## src/rtl/membus_fabric.sv

```systemverilog
// KA10 memory-bus fabric: steers one processor request to the core module whose select code
// matches ma[18:21], forwards the handshake pulses, and raises NXM on decode miss or timeout.
module membus_fabric #(
    parameter int unsigned NMEM    = 4,
    parameter logic [63:0] MEMSEL  = 64'h0000_0000_0000_3210,
    parameter int unsigned TIMEOUT = 100,
    parameter int unsigned TMO_W   = 8
) (
    input  logic                 clk,
    input  logic                 reset,
    input  logic                 membus_rq_cyc,
    input  logic                 membus_rd_rq,
    input  logic                 membus_wr_rq,
    input  logic                 membus_wr_rs,
    input  logic [18:35]         membus_ma,
    input  logic                 membus_fmc_select,
    input  logic [0:35]          membus_mb_out,
    output logic                 membus_addr_ack,
    output logic                 membus_rd_rs,
    output logic [0:35]          membus_mb_in,
    output logic                 membus_nxm,
    output logic [NMEM-1:0]      mem_rq_cyc,
    output logic [NMEM-1:0]      mem_rd_rq,
    output logic [NMEM-1:0]      mem_wr_rq,
    output logic [NMEM-1:0]      mem_wr_rs,
    input  logic [NMEM-1:0]      mem_addr_ack,
    input  logic [NMEM-1:0]      mem_rd_rs,
    input  logic [36*NMEM-1:0]   mem_mb_out,
    output logic [0:35]          mem_mb_in
);

    typedef enum logic [2:0] {StIdle, StAck, StRs, StNxm, StDone} state_t;

    state_t             r_state, w_state_d;
    logic [3:0]         r_ch, w_ch_d;
    logic               r_rd, w_rd_d;
    logic               r_wr, w_wr_d;
    logic               r_rd_done, w_rd_done_d;
    logic [TMO_W-1:0]   r_cnt, w_cnt_d;
    logic               r_nxm;

    logic               w_hit;
    logic [3:0]         w_idx;
    logic [NMEM-1:0]    w_oh;
    logic               w_ack;
    logic               w_rdrs;
    logic               w_tmo;
    logic [35:0]        w_ch_data;
    logic               w_unused_ma;

    assign w_unused_ma = ^membus_ma[22:35];
    assign w_oh        = NMEM'(1) << r_ch;
    assign w_ack       = |(mem_addr_ack & w_oh);
    assign w_rdrs      = |(mem_rd_rs & w_oh);
    assign w_tmo       = (r_cnt >= TMO_W'(TIMEOUT - 1));
    assign mem_mb_in   = membus_mb_out;

    // Descending scan so the lowest matching channel is the one left standing.
    always_comb begin
        w_hit = 1'b0;
        w_idx = '0;
        for (int i = int'(NMEM) - 1; i >= 0; i--) begin
            if (MEMSEL[4*i +: 4] == membus_ma[18:21]) begin
                w_hit = 1'b1;
                w_idx = 4'(i);
            end
        end
    end

    always_comb begin
        w_ch_data = '0;
        for (int i = 0; i < int'(NMEM); i++) begin
            if (r_ch == 4'(i)) w_ch_data = mem_mb_out[36*i +: 36];
        end
    end

    always_comb begin
        w_state_d   = r_state;
        w_ch_d      = r_ch;
        w_rd_d      = r_rd;
        w_wr_d      = r_wr;
        w_rd_done_d = r_rd_done;
        w_cnt_d     = r_cnt;
        case (r_state)
            StIdle: begin
                if (membus_rq_cyc && !membus_fmc_select) begin
                    if (w_hit) begin
                        w_ch_d      = w_idx;
                        w_rd_d      = membus_rd_rq;
                        w_wr_d      = membus_wr_rq;
                        w_rd_done_d = 1'b0;
                        w_cnt_d     = '0;
                        w_state_d   = StAck;
                    end else begin
                        w_state_d = StNxm;
                    end
                end
            end
            StAck: begin
                w_cnt_d = (&r_cnt) ? r_cnt : r_cnt + TMO_W'(1);
                if (!membus_rq_cyc)  w_state_d = StIdle;
                else if (w_ack)      w_state_d = StRs;
                else if (w_tmo)      w_state_d = StNxm;
            end
            StRs: begin
                if (r_rd && !r_rd_done) begin
                    if (w_rdrs) begin
                        if (r_wr) w_rd_done_d = 1'b1;
                        else      w_state_d   = StDone;
                    end
                end else if (r_wr) begin
                    if (membus_wr_rs) w_state_d = StDone;
                end else begin
                    w_state_d = StDone;
                end
            end
            StNxm: begin
                // Drop the latched direction so DONE does not merge stale module data.
                w_rd_d    = 1'b0;
                w_wr_d    = 1'b0;
                w_state_d = StDone;
            end
            StDone: begin
                if (!membus_rq_cyc) w_state_d = StIdle;
            end
            default: w_state_d = StIdle;
        endcase
    end

    always_ff @(posedge clk) begin
        if (reset) begin
            r_state   <= StIdle;
            r_ch      <= '0;
            r_rd      <= 1'b0;
            r_wr      <= 1'b0;
            r_rd_done <= 1'b0;
            r_cnt     <= '0;
            r_nxm     <= 1'b0;
        end else begin
            r_state   <= w_state_d;
            r_ch      <= w_ch_d;
            r_rd      <= w_rd_d;
            r_wr      <= w_wr_d;
            r_rd_done <= w_rd_done_d;
            r_cnt     <= w_cnt_d;
            r_nxm     <= (r_state == StNxm);
        end
    end

    // All processor-facing outputs are gated by reset so an abandoned cycle emits nothing.
    always_comb begin
        membus_addr_ack = 1'b0;
        membus_rd_rs    = 1'b0;
        membus_mb_in    = membus_mb_out;
        membus_nxm      = r_nxm & ~reset;
        mem_rq_cyc      = '0;
        mem_rd_rq       = '0;
        mem_wr_rq       = '0;
        mem_wr_rs       = '0;
        if (reset) begin
            membus_mb_in = '0;
        end else begin
            case (r_state)
                StAck: begin
                    mem_rq_cyc      = w_oh & {NMEM{membus_rq_cyc}};
                    mem_rd_rq       = w_oh & {NMEM{membus_rd_rq}};
                    mem_wr_rq       = w_oh & {NMEM{membus_wr_rq}};
                    membus_addr_ack = w_ack & membus_rq_cyc;
                end
                StRs: begin
                    if (r_rd && !r_rd_done) membus_rd_rs = w_rdrs;
                    if (r_wr && (!r_rd || r_rd_done)) mem_wr_rs = w_oh & {NMEM{membus_wr_rs}};
                    if (r_rd) membus_mb_in = membus_mb_out | w_ch_data;
                end
                StDone: begin
                    if (r_rd) membus_mb_in = membus_mb_out | w_ch_data;
                end
                default: ;
            endcase
        end
    end

endmodule

```

## config.mk

```make
export PLATFORM = sky130hd
export DESIGN_NAME = membus_fabric
export DESIGN_NICKNAME = d
export VERILOG_FILES = /design/src/rtl/membus_fabric.sv
export SDC_FILE = /design/constraint.sdc
export NUM_CORES = 1
export LEC_CHECK = 0
export CAP_MARGIN = 10
export CORE_AREA = 2 2 118 120
export CTS_CLUSTER_DIAMETER = 50
export DETAILED_ROUTE_END_ITERATION = 8
export DIE_AREA = 0 0 120 122
export GPL_TIMING_DRIVEN = 0
export PLACE_DENSITY_LB_ADDON = 0.05
export SYNTH_ARGS = -nofsm -noshare
export SYNTH_HDL_FRONTEND = slang
export SYNTH_SLANG_ARGS = --single-unit
```

## constraint.sdc

```tcl
create_clock -name clk -period 2.4 [get_ports clk]
set_input_delay 0.48 -clock clk [delete_from_list [all_inputs] [get_ports clk]]
set_output_delay 0.48 -clock clk [all_outputs]
set_load 0.03 [all_outputs]
```

==> flow_summary.ini, run 1 <==
[clock_tree]
cts_buffers = 3
clkTransAtPathRegs_ps = 50
ctsLongestPathBuffers = 2
hold_buffers = 0
clk-insertion-delay-late_ps = 250
ctsHtreeMaxLevel = 1
tritoncts = yes
cts_root_buffer = clkbuf_16
cts.sinks = 17

[finish]
nets = 818
post-route-cell-area_um2 = 5810
syn_to_final_growth_pct = 127
drive_above_1_share_pct = 28.5

[worst_setup_path]
cp.required_ps = 1920
slowest_stage = clkdlybuf4s50_1
worst-path-max-fanout = 6
crit_path_cell_trace = clkdlybuf4s50_1 > nand3_2 > nor2_1 > dlygate4sd2_1
critPathMaxStageDelay_ps = 610
cp.arrival_ps = 1850
start_kind = input port
path_class = in2out
endpoint_kind = output pin

[sta]
clock_skew_ps = 3.37
slew_violations = 0
fmax_ghz = 0.430
rsz0062_at_grt = true
worst_pin_slew_ps = 573
min_period_over_period_pct = 97.0
setup_viol = 0
hold_ws_ps = 489
slew_headroom_pct = 61.8
timing.final.crit_period_ps = 2330
hold_viol_final = 0
timing.setup.tns_ps = 0

[routing]
vias_per_cell = 4.49
wl_um = 15200
ant_nets = 0
dr.pass1.iters = 4
wire_per_inst_um = 19.4
drt-initial-drc-count = 132
dr_total_vias = 3526
drc = 0

[global_routing]
grt_max_degree = 11
grt.total_usage_pct = 19.0
first_global_vias = 3448
grt_pass1_wl_um = 21300
antenna_found_initial = 0
grt_overflow = 0

[floorplan]
start_util_pct = 19.0
die_x_um = 120
pin_count = 304
rows = 43
coreArea_um2 = 13500
die-height_um = 122
die-area_um2 = 14600

[logic_synthesis]
synth_cell_types = 46
synth_edf_count = 0
async_flop_share_pct = 0
synth_nets = 516
syn_area_um2 = 2570
synth_area_per_cell_um2 = 8.50
ys.flop_type = dfxtp_1
yosys_warnings = 0
ys_ff_latch = 17
syn_inst = 302
seq_area_frac_synth_pct = 13.3

[job]
maxCapViolCount = 0

[pwr]
p_leak_uw = 0.00228
ir_worst_vdd_mv = 0.345
power_density_nw_per_um2 = 324

[worst_hold_path]
hp-class = reg2reg

[placed_design]
dpl-instance-area_um2 = 5670
place_congestion = 0.779
dpl.hpwl_um = 12700
io_buffers = 288

[status]
status = finished, final reports clean
==> worst paths after layout <==
path / depth (start not counted) / endpoint / from / slack, ps
hold reg to reg: 2 / r_cnt[1]$_SDFFE_PP0P_ / r_cnt[1]$_SDFFE_PP0P_ / 490
hold / removal: 2 / r_cnt[1]$_SDFFE_PP0P_ / r_cnt[1]$_SDFFE_PP0P_ / 490
setup reg to reg: 5 / r_state[2]$_SDFFE_PP0P_ / r_ch[0]$_SDFFE_PP0P_ / 490
setup / recovery: 4 / mem_rq_cyc[2] / membus_rq_cyc / 70
==> layout by cell type (no fill, tap or decap), types with 4 or more instances in the layout <==
cell / synthesis / layout
a21oi_1: 38 / 32
a21oi_2: 0 / 6
a31oi_1: 5 / 5
buf_2: 6 / 36
buf_4: 36 / 51
buf_6: 1 / 6
clkbuf_1: 14 / 6
clkbuf_16: 0 / 4
clkbuf_4: 0 / 5
clkdlybuf4s15_2: 0 / 4
clkdlybuf4s50_1: 0 / 234
dfxtp_1: 17 / 15
inv_1: 5 / 5
mux2i_1: 5 / 5
mux4_2: 37 / 37
nand2_1: 12 / 12
nand3_1: 6 / 5
nor2_1: 63 / 61
nor2b_1: 4 / 4
nor3_1: 5 / 5
o21ai_0: 4 / 4
==> cell families after synthesis <==
| group | after synthesis | synth area share, % |
|---|---|---|
| simple gates | 117 | 21.9 |
| buf+inv | 63 | 15.1 |
| compound gates | 56 | 12.7 |
| mux | 43 | 34.9 |
| flops | 17 | 13.3 |
| xor+xnor | 5 | 1.71 |
| fa+ha+maj | 1 | 0.487 |
==> cell usage after synthesis (2+ instances only) <==
| cell | number | area share (%) |
|---|---|---|
| nor2b_1 | 4 | 0.97 |
| mux2i_1 | 5 | 2.0 |
| nand2_1 | 12 | 1.8 |
| nor2_1 | 63 | 9.2 |
| xnor2_1 | 2 | 0.68 |
| nand4_1 | 3 | 0.73 |
| nand2b_1 | 3 | 0.73 |
| a21oi_1 | 38 | 7.4 |
| nand3_1 | 6 | 1.2 |
| or3_1 | 3 | 0.73 |
| nor3_1 | 5 | 0.97 |
| a31oi_1 | 5 | 1.2 |
| nor4_1 | 2 | 0.49 |
| or4_1 | 2 | 0.58 |
| and3_1 | 3 | 0.73 |
| o21ai_0 | 4 | 0.78 |
| dfxtp_1 | 17 | 13 |
| inv_1 | 5 | 0.73 |
| mux4_2 | 37 | 32 |
| buf_4 | 36 | 11 |
| nor3b_1 | 2 | 0.58 |
| clkbuf_1 | 14 | 2.0 |
| xor2_1 | 3 | 1.0 |
| buf_2 | 6 | 1.2 |
==> power by group <==
| part | internal (uW) | leakage, uW | switching [uW] |
|---|---|---|---|
| clock network | 226 | 0.0000382 | 111 |
| logic | 684 | 0.00210 | 524 |
| registers | 316 | 0.000138 | 24.4 |
| total | 1230 | 0.00228 | 659 |
==> layer usage <==
metal	share of wire (%)	global-route usage (%)
met5	0	0
met3	7.2	4.26
met2	53	35.1
met4	1.2	3.16
met1	39	22.9
==> registers in the layout, indices dropped and copies added (netlist names) <==
name       flops
r_rd_done      1
r_rd           1
r_state        3
r_cnt          8
r_nxm          1
r_wr           1
r_ch           2
==> through the flow <==
| stage | instances | worst slack (ps) | util (%) | total power [uW] |
|---|---|---|---|---|
| 6_report | 785 | 72.6 | 43.0 | 1880 |
| 5_1_grt | 783 | -12.1 | 43.0 | 2010 |
| 4_1_cts | 781 | -86.3 | 42.5 | 1880 |
| 3_5_place_dp | 770 | -844 | 42.0 | 1520 |
| 3_3_place_gp | 770 | -812 | 42.0 | 1510 |
| 2_1_floorplan | 302 | 8.20 | - | 950 |
==> layout make-up <==
cell class,count,area (um^2)
buffer,58,498
inverter,5,18.8
fill,1361,7690
sequential,17,343
timing repair buffer,297,2760
antenna,2,5.00
tap,180,225
clock buffer,4,78.8
multi-input combinational,222,1890
==> worst max-delay path: cells and delay by family <==
| kind | cells | cell delay (ps) |
|---|---|---|
| and+or+nand+nor | 2 | 350 |
| buffers and inverters | 2 | 1020 |
==> timing repair <==
| item | 4_1_cts | 5_1_grt |
|---|---|---|
| cloned | 0 | 2 |
| setup buffers | 7 | 0 |
| hold endpoints to repair | 0 | 0 |
| gates resized for setup | 275 | 53 |
| pin swaps | 3 | 2 |
| endpoints found under the setup margin | 54 | 49 |
No activity file was read; power rests on OpenSTA's default activity.
==> inputs of run 2 (changes only) <==
- GPL_ROUTABILITY_DRIVEN: not set -> 0
==> results of run 2 <==
Same layout as run 1: the final DEF is identical, and so are final timing and power.
==> inputs of run 3 (changes only) <==
- SETUP_SLACK_MARGIN: not set -> 0.02
==> run 3 against run 2 <==
Non-clock buffer count unchanged. Power up 0.13%. Sequential power about the same. Global-route usage shrank 0.22 points. Core utilization grew 0.64 points.
==> flow_summary.ini, run 3 (synthesis results as in run 1) <==
[global_routing]
first_global_vias = 3495
grt_max_degree = 11
grt_overflow = 0
grt.total_usage_pct = 18.8
antenna_found_initial = 1
grt_pass1_wl_um = 21100

[worst_setup_path]
critPathTopFamily = buffers and inverters
cp.arrival_ps = 1860
cp.required_ps = 1920
reg2reg_slack_ps = 490
endpoint_kind = output pin
start_kind = register
crit_path_cell_trace = buf_12 > buf_4 > mux4_2 > nor2b_1 > clkdlybuf4s15_2
path_buf_inv = 3
worst-path-max-fanout = 6
slowest_stage = mux4_2
path_class = reg2out
critPathMaxStageDelay_ps = 540

[sta]
timing.final.crit_period_ps = 2340
worst_pin_slew_ps = 570
slew_headroom_pct = 62.0
clock_skew_ps = 1.43
min_period_over_period_pct = 97.4
setup_viol = 0
fmax_ghz = 0.428
hold_viol_final = 0
rsz0062_at_grt = true
slew_violations = 0

[finish]
drive_above_1_share_pct = 30.0
nets = 818
layout_common_cells = clkdlybuf4s50_1, nor2_1, buf_4, mux4_2, a21oi_1
regArea_um2 = 344
largest_reg_flops = 8
syn_to_final_growth_pct = 130
utilization_pct = 43.7
reg_top3 = r_cnt: 8 flops, r_state: 3 flops, r_ch: 2 flops
largest_register = r_cnt
final_common_cell = clkdlybuf4s50_1
multi_input_area_um2 = 1910
nFillCells = 1371
post-route-cell-area_um2 = 5900

[clock_tree]
hold_buffers = 0
clk-insertion-delay-late_ps = 250
clkTransAtPathRegs_ps = 50
ctsLongestPathBuffers = 2
tritoncts = yes
ctsHtreeMaxLevel = 1
cts.sinks = 17
cts_root_buffer = clkbuf_16
cts_buffers = 3

[routing]
dr.pass1.iters = 6
wl_met2_um = 8030
wl_um = 15100
wl_met1_um = 5950
wire_per_inst_um = 19.2
wl_met3_um = 952
drc = 0
top_layer = met4
vias_per_cell = 4.44
drt-initial-drc-count = 126
dr_total_vias = 3480
ant_nets = 0

[pwr]
ir_worst_vdd_mv = 0.216
power_density_nw_per_um2 = 320
total_power_uw = 1890
p_leak_uw = 0.00229

[placed_design]
dpl.hpwl_um = 12500
dpl-instance-area_um2 = 5680
io_buffers = 288

[floorplan]
start_util_pct = 19.0
pin_count = 304
die_x_um = 120
die-height_um = 122
die-area_um2 = 14600
coreArea_um2 = 13500
rows = 43

[job]
maxCapViolCount = 0

[worst_hold_path]
hp-class = reg2reg

[status]
status = finished, final reports clean
-- run 3: changes by cell type in the layout (fill, tap and decap cells not counted), moves of 3 or more --
cell and change:
dlygate4sd2_1 -3, a21oi_2 +4, a21oi_1 -4, clkbuf_8 -3
buf_2 -10, clkbuf_4 +4, buf_4 +7
-- run 3: final cells by class --
| class | instances | share of cell area, % |
|---|---|---|
| Timing Repair Buffer | 297 | 48.0 |
| Multi-Input combinational cell | 222 | 32.4 |
| Buffer | 58 | 8.29 |
| Sequential cell | 17 | 5.83 |
| Tap cell | 180 | 3.82 |
| Clock buffer | 3 | 1.27 |
| Inverter | 5 | 0.318 |
| Clock inverter | 1 | 0.0848 |
| Antenna cell | 1 | 0.0424 |
-- run 3: final timing paths --
check / startpoint / endpoint / cells past startpoint
worst min register to register: r_cnt[1]$_SDFFE_PP0P_ / r_cnt[1]$_SDFFE_PP0P_ / 2
worst min-delay path: r_cnt[1]$_SDFFE_PP0P_ / r_cnt[1]$_SDFFE_PP0P_ / 2
worst max-delay path: r_ch[0]$_SDFFE_PP0P_ / membus_addr_ack / 5
worst max register to register: r_ch[0]$_SDFFE_PP0P_ / r_state[2]$_SDFFE_PP0P_ / 5
-- run 3: layer usage --
metal	up-vias	global-route usage, %
li1	1696	-
met1	1635	22.4
met2	138	34.8
met3	11	3.93
met4	0	3.97
met5	-	0
-- run 3: tightest hold or removal path, stage by stage (launching register included) --
cell and delay, ps:
dfxtp_1 330, nand2_1 60, a21oi_1 60
-- run 3: per-stage QoR --
| step | instances | hold slack, ps | TNS [ps] | worst slack (ps) |
|---|---|---|---|---|
| detailed placement | 770 | 481 | -30290 | -804 |
| global route | 784 | 529 | -18.6 | -14.2 |
| finish | 784 | 499 | 0 | 62.3 |
| CTS | 778 | 497 | 0 | 16.8 |
| floorplan | 302 | 454 | 0 | 165 |
| global placement | 770 | 471 | -30550 | -858 |
-- run 3: power by group --
group	internal [uW]	leakage [uW]	total (uW)	switching, uW
Clock	223	0.0000409	336	113
Combinational	691	0.00211	1210	521
Sequential	314	0.000138	339	25.7
Total	1230	0.00229	1890	660
-- run 3: timing repair --
item,4_1_cts,5_1_grt
endpoints found under the setup margin,54,50
resized for setup,288,69
setup buffers,4,2
pin swaps,3,4
cloned,0,3
